`config.mk`:
```
export PLATFORM = sky130hd
export DESIGN_NAME = uart_apb4_bridge
export DESIGN_NICKNAME = d
export VERILOG_FILES = /design/src/rtl/uart_apb4_bridge_pkg.sv /design/src/rtl/uart_apb4_bridge.sv
export SDC_FILE = /design/constraint.sdc
export NUM_CORES = 1
export LEC_CHECK = 0
export ABC_AREA = 1
export CORE_UTILIZATION = 50
export CTS_BUF_LIST = sky130_fd_sc_hd__clkbuf_8
export DETAILED_ROUTE_END_ITERATION = 16
export GPL_TIMING_DRIVEN = 0
export PLACE_DENSITY = 0.86
export SLEW_MARGIN = 10
export SYNTH_ARGS = -nofsm -noshare
export SYNTH_HDL_FRONTEND = slang
export SYNTH_SLANG_ARGS = --single-unit
```
`constraint.sdc`:
```
create_clock -name clk_i -period 2.13 [get_ports clk_i]
set_input_delay 0.426 -clock clk_i [delete_from_list [all_inputs] [get_ports clk_i]]
set_output_delay 0.426 -clock clk_i [all_outputs]
set_load 0.05 [all_outputs]
```
`src/rtl/uart_apb4_bridge_pkg.sv`:
```
// Shared constants and types for the byte-stream to APB4 bridge.
// Command and status codes are ASCII so a terminal host can drive the link directly.
package uart_apb4_bridge_pkg;

    localparam logic [7:0] UART_BRG_CMD_WR = 8'h57;  // 'W'
    localparam logic [7:0] UART_BRG_CMD_RD = 8'h52;  // 'R'
    localparam logic [7:0] UART_BRG_ST_OK  = 8'h4B;  // 'K'
    localparam logic [7:0] UART_BRG_ST_ERR = 8'h45;  // 'E'
    localparam logic [7:0] UART_BRG_ST_TMO = 8'h54;  // 'T'

    typedef enum logic [2:0] {
        StIdle,
        StAddr,
        StWdata,
        StSetup,
        StAccess,
        StResp
    } brg_state_e;

    // Index of the final response byte: status only for writes, status + 4 data for reads.
    function automatic logic [2:0] brg_resp_last(input logic write);
        return write ? 3'd0 : 3'd4;
    endfunction

endpackage

```
`src/rtl/uart_apb4_bridge.sv`:
```
// Decodes 'W'/'R' command frames from a byte stream, performs one APB4 transfer per frame
// as bus master, and returns a status byte (plus read data) on the response stream.
module uart_apb4_bridge
    import uart_apb4_bridge_pkg::*;
#(
    parameter int unsigned BYTE_TMO = 100000,
    parameter int unsigned APB_TMO  = 255
) (
    input  logic        clk_i,
    input  logic        rst_n_i,
    input  logic [7:0]  rx_data_i,
    input  logic        rx_valid_i,
    output logic        rx_ready_o,
    output logic [7:0]  tx_data_o,
    output logic        tx_valid_o,
    input  logic        tx_ready_i,
    output logic [31:0] paddr_o,
    output logic        psel_o,
    output logic        penable_o,
    output logic        pwrite_o,
    output logic [31:0] pwdata_o,
    output logic [3:0]  pstrb_o,
    output logic [2:0]  pprot_o,
    input  logic [31:0] prdata_i,
    input  logic        pready_i,
    input  logic        pslverr_i,
    output logic        busy_o,
    output logic        frame_err_o
);

    brg_state_e  state_q, state_d;
    logic        write_q, write_d;
    logic [31:0] paddr_q, paddr_d;
    logic [31:0] pwdata_q, pwdata_d;
    logic [1:0]  byte_cnt_q, byte_cnt_d;
    logic [31:0] btmo_cnt_q, btmo_cnt_d;
    logic [31:0] atmo_cnt_q, atmo_cnt_d;
    logic [7:0]  status_q, status_d;
    logic [31:0] rdata_q, rdata_d;
    logic [2:0]  resp_cnt_q, resp_cnt_d;
    logic        frame_err_q, frame_err_d;
    logic        ready_en_q;

    logic rx_fire, tx_fire, collecting, byte_tmo_hit;

    assign rx_fire    = rx_valid_i && rx_ready_o;
    assign tx_fire    = tx_valid_o && tx_ready_i;
    assign collecting = (state_q == StAddr) || (state_q == StWdata);
    // A zero BYTE_TMO disables the inter-byte watchdog entirely.
    assign byte_tmo_hit = (BYTE_TMO != 0) && collecting && !rx_fire &&
                          (btmo_cnt_q + 32'd1 == BYTE_TMO);

    always_comb begin
        state_d     = state_q;
        write_d     = write_q;
        paddr_d     = paddr_q;
        pwdata_d    = pwdata_q;
        byte_cnt_d  = byte_cnt_q;
        atmo_cnt_d  = atmo_cnt_q;
        status_d    = status_q;
        rdata_d     = rdata_q;
        resp_cnt_d  = resp_cnt_q;
        frame_err_d = 1'b0;
        btmo_cnt_d  = (collecting && !rx_fire) ? btmo_cnt_q + 32'd1 : 32'd0;

        unique case (state_q)
            StIdle: begin
                if (rx_fire) begin
                    if (rx_data_i == UART_BRG_CMD_WR || rx_data_i == UART_BRG_CMD_RD) begin
                        write_d    = (rx_data_i == UART_BRG_CMD_WR);
                        byte_cnt_d = 2'd0;
                        state_d    = StAddr;
                    end else begin
                        frame_err_d = 1'b1;
                    end
                end
            end
            StAddr, StWdata: begin
                if (rx_fire) begin
                    if (state_q == StAddr) begin
                        paddr_d[{byte_cnt_q, 3'b000} +: 8] = rx_data_i;
                    end else begin
                        pwdata_d[{byte_cnt_q, 3'b000} +: 8] = rx_data_i;
                    end
                    byte_cnt_d = byte_cnt_q + 2'd1;
                    if (byte_cnt_q == 2'd3) begin
                        state_d = (state_q == StAddr && write_q) ? StWdata : StSetup;
                    end
                end else if (byte_tmo_hit) begin
                    frame_err_d = 1'b1;
                    state_d     = StIdle;
                end
            end
            StSetup: begin
                atmo_cnt_d = 32'd0;
                state_d    = StAccess;
            end
            StAccess: begin
                resp_cnt_d = 3'd0;
                if (pready_i) begin
                    status_d = pslverr_i ? UART_BRG_ST_ERR : UART_BRG_ST_OK;
                    rdata_d  = pslverr_i ? 32'd0 : prdata_i;
                    state_d  = StResp;
                end else if (atmo_cnt_q == APB_TMO - 1) begin
                    status_d = UART_BRG_ST_TMO;
                    rdata_d  = 32'd0;
                    state_d  = StResp;
                end else begin
                    atmo_cnt_d = atmo_cnt_q + 32'd1;
                end
            end
            StResp: begin
                if (tx_fire) begin
                    if (resp_cnt_q == brg_resp_last(write_q)) begin
                        state_d = StIdle;
                    end else begin
                        resp_cnt_d = resp_cnt_q + 3'd1;
                    end
                end
            end
            default: state_d = StIdle;
        endcase
    end

    always_ff @(posedge clk_i or negedge rst_n_i) begin
        if (!rst_n_i) begin
            state_q     <= StIdle;
            write_q     <= 1'b0;
            paddr_q     <= 32'd0;
            pwdata_q    <= 32'd0;
            byte_cnt_q  <= 2'd0;
            btmo_cnt_q  <= 32'd0;
            atmo_cnt_q  <= 32'd0;
            status_q    <= 8'd0;
            rdata_q     <= 32'd0;
            resp_cnt_q  <= 3'd0;
            frame_err_q <= 1'b0;
            ready_en_q  <= 1'b0;
        end else begin
            state_q     <= state_d;
            write_q     <= write_d;
            paddr_q     <= paddr_d;
            pwdata_q    <= pwdata_d;
            byte_cnt_q  <= byte_cnt_d;
            btmo_cnt_q  <= btmo_cnt_d;
            atmo_cnt_q  <= atmo_cnt_d;
            status_q    <= status_d;
            rdata_q     <= rdata_d;
            resp_cnt_q  <= resp_cnt_d;
            frame_err_q <= frame_err_d;
            ready_en_q  <= 1'b1;
        end
    end

    always_comb begin
        tx_data_o = 8'h00;
        unique case (resp_cnt_q)
            3'd0:    tx_data_o = status_q;
            3'd1:    tx_data_o = rdata_q[7:0];
            3'd2:    tx_data_o = rdata_q[15:8];
            3'd3:    tx_data_o = rdata_q[23:16];
            3'd4:    tx_data_o = rdata_q[31:24];
            default: tx_data_o = 8'h00;
        endcase
    end

    // ready_en_q keeps rx_ready_o low while reset is held.
    assign rx_ready_o  = ready_en_q && (state_q == StIdle || collecting);
    assign tx_valid_o  = (state_q == StResp);
    assign psel_o      = (state_q == StSetup) || (state_q == StAccess);
    assign penable_o   = (state_q == StAccess);
    assign pwrite_o    = write_q;
    assign paddr_o     = paddr_q;
    assign pwdata_o    = pwdata_q;
    assign pstrb_o     = write_q ? 4'hF : 4'h0;
    assign pprot_o     = 3'b000;
    assign busy_o      = (state_q != StIdle);
    assign frame_err_o = frame_err_q;

endmodule

```
-- Yosys cells after proc, flatten, opt, wreduce, memory -nomap -nowiden
Index checks and enable logic that the tools add are counted.
- output and inout bits: 86
- flip-flop bits (word level): 179
- input bits: 46
- bitwise gates (word level): 1
- $add $sub $neg: 5
- equality and inequality tests: 26
- reductions and logical operators: 27
- shifts and indexed selects: 2
- muxes and demuxes: 38
- operators with widths (operator ; count):
    32-bit two-way mux ; 6
    32-bit by 1-bit adder with 32-bit output, second input constant ; 2
    32-bit bitwise mux ; 2
    32-bit case mux with 2 select lines ; 1
    8-bit case mux with 5 select lines ; 1
    3-bit two-way mux ; 12
    32-bit by 17-bit equality test with 1-bit output, second input constant ; 1
    32-bit by 8-bit equality test with 1-bit output, second input constant ; 1
    8-bit by 7-bit variable shift with 32-bit output, first input constant ; 1
    8-bit by 7-bit indexed part select with 32-bit output ; 1
    8-bit by 7-bit equality test with 1-bit output, second input constant ; 2
    8-bit two-way mux ; 2
    3-bit case mux with 5 select lines ; 1
    3-bit AND reduction ; 5
    3-bit by 2-bit equality test with 1-bit output, second input constant ; 4
    2-bit inequality test, second input constant ; 6
    3-bit equality test, second input constant ; 3
    4-bit two-way mux ; 2
    2-bit nonzero test ; 4
    5-bit negator with 7-bit output ; 1
    7-bit AND reduction ; 1
    3-bit by 1-bit equality test with 1-bit output, second input constant ; 2
    1-bit logical AND ; 6
    3-bit logical NOT ; 2
    other kinds (19) ; 30

-- Depth between registers and ports, before layout
- depth after elaboration: 11
- mapped depth: 16

-- Worst setup path before layout
No wires, ideal clock.
- path type: flip-flop to output port
- from: reg resp_cnt_q[0]
- to: out tx_data_o[5]
- stages on the path, launching flop included: 7
- required time: 1.704 ns
- arrival: 2.171 ns
- path slack: -0.467 ns
- path buffers: 0
- cell sequence: dfrtp_1 -> inv_1 -> ha_1 -> nand2_1 -> clkinv_1 -> a2111oi_1 -> a41oi_1
- longest elaborated chain between the ends: 2
- elaborated cells between the ends (all ways): 6
- classes of those cells: 4 x eq/ne; 1 x mux; 1 x reduce/logical
- ends and longest elaborated chain (element ; line ; RTL):
    from (decl) ; uart_apb4_bridge.sv:40 ; logic [2:0] resp_cnt_q, resp_cnt_d;
    from (signal assigned) ; uart_apb4_bridge.sv:149 ; resp_cnt_q <= resp_cnt_d;
    3-bit equality test (tied with other cells) ; uart_apb4_bridge.sv:157 ; unique case (resp_cnt_q)
    8-bit case mux with 5 select lines (*) ; uart_apb4_bridge.sv:157 ;
    to (decl) ; uart_apb4_bridge.sv:14 ; output logic [7:0] tx_data_o,
Mark *: on every way between the ends. The rest lies on a longest branch, timed or not.

-- Worst setup path after layout
- from: reg resp_cnt_q[0]
- to: out tx_data_o[4]
Same word-level chain as after synthesis.

==> impl_metrics.yaml <==
status:
  status: "finished, violations left"
  violations: "negative setup slack"
placed_design:
  io_buffers: 128
  dp_hpwl_um: 18000
  place_congestion: 0.943
  place_area_um2: 11100
layout:
  drive_gt1_share_pct: 23.3
  final_area_um2: 12400
  final_cell_mix: "251 x nand2_1, 168 x dfrtp_1, 129 x nor2_1"
  mostFrequentLayoutCell: "nand2_1"
  areaGrowthSynthToFinish_pct: 32.4
  diodes: 0
  nets: 1330
timing:
  fin_ws_ps: -422
  slew_headroom_pct: 62.2
  rsz0062_at_grt: "yes"
  period_needed_ps: 2550
  finalSetupViolCount: 43
  skew_ps: 15.4
  maxSlewViolCount: 0
  fin_crit_sh_pct: 120
  tightest_slew_ps: 567
  final_hold_viol_count: 0
  fmax_ghz: 0.392
detailed_routing:
  drt_wl_total_um: 29200
  drtIter0Drc: 761
  ant_nets: 0
  drcViolationCount: 0
  vias: 8854
  vias_per_cell: 5.86
  wire_per_inst_um: 19.3
  drt-pass1-iter-count: 6
synthesis:
  async_flop_share_pct: 100
  synth_edf_count: 0
  ys_seq_area_share_pct: 46.9
  yosys_warnings: 0
  ys.flop_type: "dfrtp_1"
  syn_avg_cell_area_um2: 8.73
  netlist_area_um2: 9400
  synth_cells: 1077
  yosysUniqueCellTypes: 47
  ys_seq_elements: 176
global_routing:
  grt-ovfl-total: 0
  grt_pass1_wl_um: 43800
  grt_max_degree: 112
  grt_antenna_before_repair: 0
  grt_pass1_vias: 8649
  gr-usage-all-layers_pct: 28.6
cts:
  clock-sinks: 176
  cts_buffer_depth: 2
  cts_buffers: 17
  cts_tree: "done"
  path_clk_slew_ps: 110
  clk-insertion-delay-late_ps: 490
  htreeDepth: 4
  cts_root_buffer: "clkbuf_8"
critical_path:
  cp-start-kind: "flop"
  worstPathRequired_ps: 1700
  endpoint_kind: "primary output"
  r2r_cells: 14
  arrival_ps: 2130
  path_class: "flop to primary output"
  worstPathMaxFanout: 8
floorplanning:
  fp-row-count: 49
  fp.coreArea_um2: 18200
  io_pins: 132
  fp.dieH_um: 139
  dieArea_um2: 19400
  initial_core_util_pct: 51.6
  die_w_um: 139
pwr:
  comb_power_share_pct: 41.6
  intPower_mw: 6.81
  power_leakage_nw: 6.08
  seqPwrFrac_pct: 37.0
  powerDensity_nw_per_um2: 967
  power_mw: 12.0
  vdd_drop_max_uv: 1230
  p_sw_share_pct: 43.4
  switching_power_mw: 5.22
  p_clk_share_pct: 21.4
hold_path:
  hp-class: "primary input to asynchronous set/reset pin"
job:
  drv_cap: 0
## critical path, cell delays in order (launching register included)
cell and delay [ps]:
dfrtp_2 490, inv_4 120, ha_4 180, nand2_4 80, inv_6 100, a22o_1 180
a221oi_2 50, a21oi_1 210, buf_4 240
## cell families after synthesis
group / share of synthesized area (%)
fa+ha+maj: 2.00
xor+xnor: 2.14
flops: 46.9
simple gates: 26.9
buf+inv: 5.66
mux: 7.99
other cells: 0.0799
compound gates: 8.43
## Yosys cell counts, types with 3 or more instances
| cell | n | share of area (%) |
|---|---|---|
| a21oi_1 | 34 | 1.8 |
| a221oi_1 | 6 | 0.56 |
| a22o_1 | 3 | 0.28 |
| a32o_1 | 32 | 3.4 |
| buf_2 | 10 | 0.53 |
| buf_4 | 8 | 0.64 |
| clkbuf_1 | 11 | 0.44 |
| clkinv_1 | 3 | 0.12 |
| dfrtp_1 | 176 | 47 |
| ha_1 | 15 | 2.0 |
| inv_1 | 84 | 3.4 |
| inv_2 | 5 | 0.20 |
| mux2_2 | 56 | 6.7 |
| mux2_4 | 8 | 1.3 |
| nand2_1 | 267 | 11 |
| nand2_2 | 6 | 0.40 |
| nand3_1 | 45 | 2.4 |
| nand3b_1 | 13 | 1.0 |
| nand4_1 | 15 | 1.0 |
| nor2_1 | 144 | 5.8 |
| nor2_2 | 6 | 0.40 |
| nor2_4 | 11 | 1.3 |
| nor2_8 | 4 | 0.85 |
| nor3_1 | 31 | 1.7 |
| nor4_1 | 10 | 0.67 |
| o21ai_0 | 25 | 1.3 |
| o22ai_1 | 3 | 0.20 |
| xnor2_1 | 10 | 0.93 |
| xor2_1 | 13 | 1.2 |
## sequential cells by signal (all words and copies together), names as in the netlist, 2 cells and up
| name | cells |
|---|---|
| byte_cnt_q | 2 |
| btmo_cnt_q | 32 |
| status_q | 5 |
| resp_cnt_q | 3 |
| pwdata_o | 32 |
| state_q | 3 |
| paddr_o | 32 |
| rdata_q | 32 |
| atmo_cnt_q | 32 |
## routing by layer
metal | wire length [um] | global-route usage, %
met5 | 0 | 0
met4 | 999 | 11.5
met2 | 14300 | 48.2
met3 | 2410 | 6.98
met1 | 11500 | 35.2
## final timing paths
check	startpoint	endpoint	slack, ps
setup / recovery	resp_cnt_q[0]	tx_data_o[4]	-420
hold / removal	rst_n_i	btmo_cnt_q[28]	460
setup reg to reg	btmo_cnt_q[1]	state_q[1]	-190
hold reg to reg	status_q[6]	status_q[6]	480
max in group asynchronous	rst_n_i	resp_cnt_q[1]	740
min in group clk_i	status_q[6]	status_q[6]	480
## final cells by class
cell class / count / area, um^2
fillers: 1206 / 5770
multi-input cells: 778 / 4990
flip-flops and latches: 176 / 4410
repair buffers: 173 / 1730
inverters: 93 / 378
well taps: 229 / 287
clock buffers: 17 / 234
clock inverters: 15 / 205
plain buffers: 30 / 198
## power groups by stage
stage / registers [mW] / logic (mW) / clock network (mW)
3_5_place_dp: 4.39 / 4.11 / 0
4_1_cts: 4.37 / 4.48 / 2.54
6_report: 4.45 / 5.01 / 2.57
5_1_grt: 4.50 / 5.23 / 2.70
3_3_place_gp: 4.39 / 4.02 / 0
2_1_floorplan: 4.93 / 2.19 / 0
## metrics by stage
step           cells  utilization, %  setup slack (ps)   TNS, ps  hold slack, ps
3_5_place_dp    1437            61.1             -1080    -20870             403
5_1_grt         1511            68.3              -489     -8810             507
6_report        1511            68.3              -422     -4370             464
4_1_cts         1497            66.0              -373     -2950             484
3_3_place_gp    1436            60.9             -7300  -1183150             455
2_1_floorplan   1079               -              -175     -4050             130
## timing repair
action | CTS | global route
pin swaps | 28 | 17
hold endpoints to repair | 65 | 0
setup buffers | 29 | 14
gates cloned | 0 | 0
hold buffers | 1 | 0
endpoints found under the setup margin | 139 | 189
resized for setup | 172 | 98
(Power assumes the default switching activity.)
